**config.mk**
```make
export PLATFORM = sky130hd
export DESIGN_NAME = register_file_flat
export DESIGN_NICKNAME = d
export VERILOG_FILES = /design/src/rtl/register_file_if.sv /design/src/rtl/register_file.sv /design/src/flat_wrapper.sv
export SDC_FILE = /design/constraint.sdc
export NUM_CORES = 2
export LEC_CHECK = 0
export ABC_AREA = 1
export ABC_CLOCK_PERIOD_IN_PS = 8800
export CAP_MARGIN = 30
export CORE_MARGIN = 5
export CORE_UTILIZATION = 44
export DETAILED_ROUTE_END_ITERATION = 16
export PLACE_DENSITY_LB_ADDON = 0.08
export SLEW_MARGIN = 40
export SYNTH_ARGS = -nofsm -noshare
export SYNTH_HDL_FRONTEND = slang
export SYNTH_SLANG_ARGS = --single-unit
```
**constraint.sdc**
```tcl
create_clock -name clk -period 8.8 [get_ports clk]
set_clock_uncertainty 0.1 [all_clocks]
set_input_delay 2.64 -clock clk [delete_from_list [all_inputs] [get_ports clk]]
set_output_delay 2.64 -clock clk [all_outputs]
set_load 0.01 [all_outputs]
```
**src/rtl/register_file_if.sv**
```systemverilog
// Register file bus: two combinational read ports, one write port and a debug read port.
// The register file sits on the slave modport; the datapath drives the master side.
interface register_file_if #(
    parameter int DATA_W = 32,
    parameter int ADDR_W = 5
);
    logic [ADDR_W-1:0] rd_addr_a;
    logic [ADDR_W-1:0] rd_addr_b;
    logic [DATA_W-1:0] rd_data_a;
    logic [DATA_W-1:0] rd_data_b;
    logic              wr_en;
    logic [ADDR_W-1:0] wr_addr;
    logic [DATA_W-1:0] wr_data;
    logic [ADDR_W-1:0] dbg_addr;
    logic [DATA_W-1:0] dbg_data;

    modport master (
        output rd_addr_a, rd_addr_b, wr_en, wr_addr, wr_data, dbg_addr,
        input  rd_data_a, rd_data_b, dbg_data
    );

    modport slave (
        input  rd_addr_a, rd_addr_b, wr_en, wr_addr, wr_data, dbg_addr,
        output rd_data_a, rd_data_b, dbg_data
    );
endinterface

```
**src/rtl/register_file.sv**
```systemverilog
// 2**ADDR_W x DATA_W register file, r0 hardwired to zero, async active-low clear.
// Optional define REGFILE_BYPASS_EN forwards same-cycle write data to read ports A and B.
module register_file #(
    parameter int DATA_W = 32,
    parameter int ADDR_W = 5
) (
    input  logic            clk,
    input  logic            rst_n,
    register_file_if.slave  bus
);
    localparam int DEPTH = 1 << ADDR_W;

    logic [DATA_W-1:0] r_mem [DEPTH];
    logic              w_wr_fire;
    logic              w_hit_a;
    logic              w_hit_b;

    // An X on wr_addr makes this compare unknown, which the if() below treats as false.
    assign w_wr_fire = bus.wr_en && (bus.wr_addr != '0);

    always_ff @(posedge clk or negedge rst_n) begin
        if (!rst_n) begin
            for (int i = 0; i < DEPTH; i++) begin
                r_mem[i] <= '0;
            end
        end else if (w_wr_fire) begin
            r_mem[bus.wr_addr] <= bus.wr_data;
        end
    end

`ifdef REGFILE_BYPASS_EN
    assign w_hit_a = w_wr_fire && (bus.rd_addr_a == bus.wr_addr);
    assign w_hit_b = w_wr_fire && (bus.rd_addr_b == bus.wr_addr);
`else
    assign w_hit_a = 1'b0;
    assign w_hit_b = 1'b0;
`endif

    function automatic logic [DATA_W-1:0] f_port(
        input logic              run,
        input logic [ADDR_W-1:0] addr,
        input logic [DATA_W-1:0] stored,
        input logic              hit,
        input logic [DATA_W-1:0] fwd
    );
        if (!run || addr == '0) begin
            return '0;
        end
        if (hit) begin
            return fwd;
        end
        return stored;
    endfunction

    // Reads are gated by rst_n so a forwarded write cannot leak out during reset.
    assign bus.rd_data_a = f_port(rst_n, bus.rd_addr_a, r_mem[bus.rd_addr_a], w_hit_a, bus.wr_data);
    assign bus.rd_data_b = f_port(rst_n, bus.rd_addr_b, r_mem[bus.rd_addr_b], w_hit_b, bus.wr_data);
    assign bus.dbg_data  = f_port(rst_n, bus.dbg_addr,  r_mem[bus.dbg_addr],  1'b0,    bus.wr_data);

    a_wr_addr_known: assert property (@(posedge clk) disable iff (!rst_n)
        bus.wr_en |-> !$isunknown(bus.wr_addr))
        else $error("register_file: write strobe with unknown wr_addr");
endmodule

```
**src/flat_wrapper.sv**
```systemverilog
// flat-port wrapper written by rule: the top's interface ports become plain ports
module register_file_flat 
#(
    parameter int DATA_W = 32,
    parameter int ADDR_W = 5
)
  (clk, rst_n, bus_rd_addr_a, bus_rd_addr_b, bus_wr_en, bus_wr_addr, bus_wr_data, bus_dbg_addr, bus_rd_data_a, bus_rd_data_b, bus_dbg_data);
  register_file_if #(.DATA_W(DATA_W), .ADDR_W(ADDR_W)) bus_i ();
  input  logic clk;
  input  logic rst_n;
  input wire logic [$bits(bus_i.rd_addr_a)-1:0] bus_rd_addr_a;
  input wire logic [$bits(bus_i.rd_addr_b)-1:0] bus_rd_addr_b;
  input wire logic [$bits(bus_i.wr_en)-1:0] bus_wr_en;
  input wire logic [$bits(bus_i.wr_addr)-1:0] bus_wr_addr;
  input wire logic [$bits(bus_i.wr_data)-1:0] bus_wr_data;
  input wire logic [$bits(bus_i.dbg_addr)-1:0] bus_dbg_addr;
  output wire logic [$bits(bus_i.rd_data_a)-1:0] bus_rd_data_a;
  output wire logic [$bits(bus_i.rd_data_b)-1:0] bus_rd_data_b;
  output wire logic [$bits(bus_i.dbg_data)-1:0] bus_dbg_data;
  assign bus_i.rd_addr_a = bus_rd_addr_a;
  assign bus_i.rd_addr_b = bus_rd_addr_b;
  assign bus_i.wr_en = bus_wr_en;
  assign bus_i.wr_addr = bus_wr_addr;
  assign bus_i.wr_data = bus_wr_data;
  assign bus_i.dbg_addr = bus_dbg_addr;
  assign bus_rd_data_a = bus_i.rd_data_a;
  assign bus_rd_data_b = bus_i.rd_data_b;
  assign bus_dbg_data = bus_i.dbg_data;
  register_file #(.DATA_W(DATA_W), .ADDR_W(ADDR_W)) u_core (.clk(clk), .rst_n(rst_n), .bus(bus_i));
endmodule
```
==> key figures <==
Routing
  – WL/cell: 26.8 um
  – Antenna Nets Post-Route: 0
  – Number of detailed-route iterations in the first pass: 14
  – Detailed-route DRC error count: 0
  – Routed via count: 74300
  – Initial DRC Count: 12000
  – Post-DR vias/cell: 6.16
  – Final WL: 323 mm

Clocking
  – Clock root buffer: clkbuf_16
  – Total clock sinks: 1024
  – Post_cts resized: 0
  – CTS H-tree depth: 3
  – Cts bufs inserted: 121
  – Maximum clock path buffer count: 3
  – Cts hold-fix bufs: 0
  – CTS tree: built
  – Clock latency on the worst-skew pair: 0.76 ns
  – Clock transition at path regs: 0.06 ns
  – Post-CTS Setup Bufs: 0

Placed design
  – Post-Place Worst Slack: 0.575 ns
  – Final HPWL DP: 169 mm
  – PortBufs: 150
  – Routability Congestion: 0.893

Floorplan
  – Rows: 141
  – Starting Density: 44.2%
  – Core box area: 148000 um^2
  – Overall die height: 395 um
  – Die W: 395 um
  – Die Area: 156000 um^2
  – Io pins: 151

Global routing
  – GRT Resource Usage Total: 39.8%
  – First-pass GRT wire length: 468 mm
  – Initial antenna violation count: 7
  – Total gr overflow: 0
  – Largest net degree at the start of global routing: 138
  – Number of global-route vias before repair: 67900

Outcome
  – Status: complete, no violations

Finish
  – Reg area: 25600 um^2
  – Nets@finish: 10100
  – Share of cells above drive strength 1: 5.10%
  – Largest regs: u_core.r_mem: 1024 flops
  – Final core occ: 49.3%
  – Area of the multi-input gates: 36000 um^2
  – Fill count: 15200
  – Max reg flops: 1024
  – Largest register by flop count: u_core.r_mem
  – P&R area growth vs syn: 11.5%

Timing
  – RSZ-0062 raised after global routing: no
  – FMAX: 119 MHz
  – Hold WS: 0.287 ns
  – Endpoints failing hold: 0
  – Worst-Margin Slew: 0.921 ns
  – Final setup viols: 0
  – Worst setup margin: 0.391 ns
  – Pins over their slew limit: 0
  – Worst slew margin: 38.6%
  – Final min period: 8.41 ns
  – Crit share post-route: 95.6%
  – Setup TNS: 0 ns

Flow run
  – # Max-Cap Violations: 0

Worst setup path
  – Element type at the critical path end: output pin
  – CP Data Required Time: 6.06 ns
  – Cell Chain, Critical Path: buf_6, inv_1, nand2_4, inv_6, buf_12, nand2_1, nand3_1, nand3_1, a21oi_1, clkdlybuf4s50_1
  – Worst path slowest cell: clkdlybuf4s50_1
  – Largest stage delay on the critical path: 0.68 ns
  – Worst Path Arrival: 5.67 ns
  – Worst setup SP type: input port
  – Critical path's most frequent cell: nand3_1
  – Worst-path fanout max: 30
  – Crit Path Class: input port to output pin
  – WP buf/inv: 5
  – Family with the most delay on the worst path: buffers and inverters

Logic synthesis
  – YS warnings: 0
  – Syn Std Cell Area: 65300 um^2
  – Yosys reg bits: 1024
  – Synth Instances: 10500
  – Syn_nets: 10500
  – Library cells used by synthesis: 18
  – Syn avg cell area: 6.23 um^2
  – Post-synthesis sequential area ratio: 39.3%

Worst hold path
  – Hold crit path type: flop to flop

Power and ir drop
  – Pwr dens: 213 nW/um^2
  – Worst vdd ir: 0.167 mV
  – Pwr Total: 15.5 mW
  – Leakage: 34.0 nW
per-stage QoR:
| step | cells | cell area [um^2] |
|---|---|---|
| after floorplan | 10500 | 65300 |
| after global placement | 11800 | 68400 |
| after detailed placement | 11800 | 68500 |
| after CTS | 12100 | 72700 |
| after global routing | 12100 | 72800 |
| final | 12100 | 72800 |
report_power, final:
group          switching, mW  total [mW]  internal [mW]
registers              0.961        6.55           5.59
logic                   2.31        3.58           1.27
clock network           2.22        5.36           3.14
worst register-to-register path: stages, from the launching register on:
cell     delay (ns)
dfrtp_1        0.46
nand2_1        0.10
o21ai_0        0.10
cell usage in the layout, fill, tap and decap left out, types with 71 or more instances in the layout:
cell and instances:
clkdlybuf4s50_1 134, dfrtp_1 1024, clkbuf_16 125, nand2_1 4854, a21oi_1 608, o21ai_0 1030, nor2_1 227, buf_4 127
nand3_1 1633, inv_1 71
kinds of logic (layout without fill, tap and decap cells):
group                  Yosys count  count (layout)  synth area share [%]
DFF                           1024            1024                  39.3
and+or+nand+nor               6765            6765                  42.1
AOI/OAI and AO/OA             1638            1638                  12.6
buffers and inverters         1054             704                  6.08
other                            0               3                     0
layer usage:
layer	global-route usage (%)	routed length [um]	share of wire, %	up-vias
met5	0	24	0.0074	-
met4	23.0	22100	6.8	4
met3	9.63	41100	13	1163
met2	60.0	137000	42	5414
met1	52.3	123000	38	34700
li1	-	-	-	33000
final timing paths:
path | endpoint | startpoint | slack [ns] | cells after the start
worst max-delay path | bus_dbg_data[16] | bus_dbg_addr[2] | 0.39 | 10
worst min-delay path | u_core.r_mem[1008] | u_core.r_mem[1008] | 0.29 | 0
worst max register to register | u_core.r_mem[952] | u_core.r_mem[952] | 7.91 | 2
worst min register to register | u_core.r_mem[1008] | u_core.r_mem[1008] | 0.29 | 0
max in group asynchronous | u_core.r_mem[196] | rst_n | 4.53 | 4
min in group asynchronous | u_core.r_mem[968] | rst_n | 1.65 | 1
cells in the mapped netlist:
cell type / instances / area (um^2)
nor4_2: 2 / 25.0
nand2_1: 4887 / 18300
inv_2: 2 / 7.51
nor3b_1: 1 / 7.51
nand4_1: 3 / 18.8
buf_1: 71 / 267
o21ai_0: 1030 / 5150
nor3_1: 7 / 35.0
nor3_2: 1 / 10.0
buf_2: 12 / 60.1
nor2_2: 1 / 6.26
nand3_1: 1633 / 8170
clkinv_1: 8 / 30.0
nor2_1: 230 / 863
dfrtp_1: 1024 / 25600
clkbuf_1: 850 / 3190
a21oi_1: 608 / 3040
inv_1: 111 / 417
final cells by class:
| class | count | share of cell area [%] |
|---|---|---|
| diodes | 3 | 0.0103 |
| inverters | 121 | 0.710 |
| well taps | 1930 | 3.32 |
| clock buffers | 182 | 5.03 |
| clock inverters | 44 | 0.676 |
| multi-input cells | 8403 | 49.5 |
| flip-flops and latches | 1024 | 35.2 |
| repair buffers | 357 | 5.52 |
(Power assumes the default switching activity.)
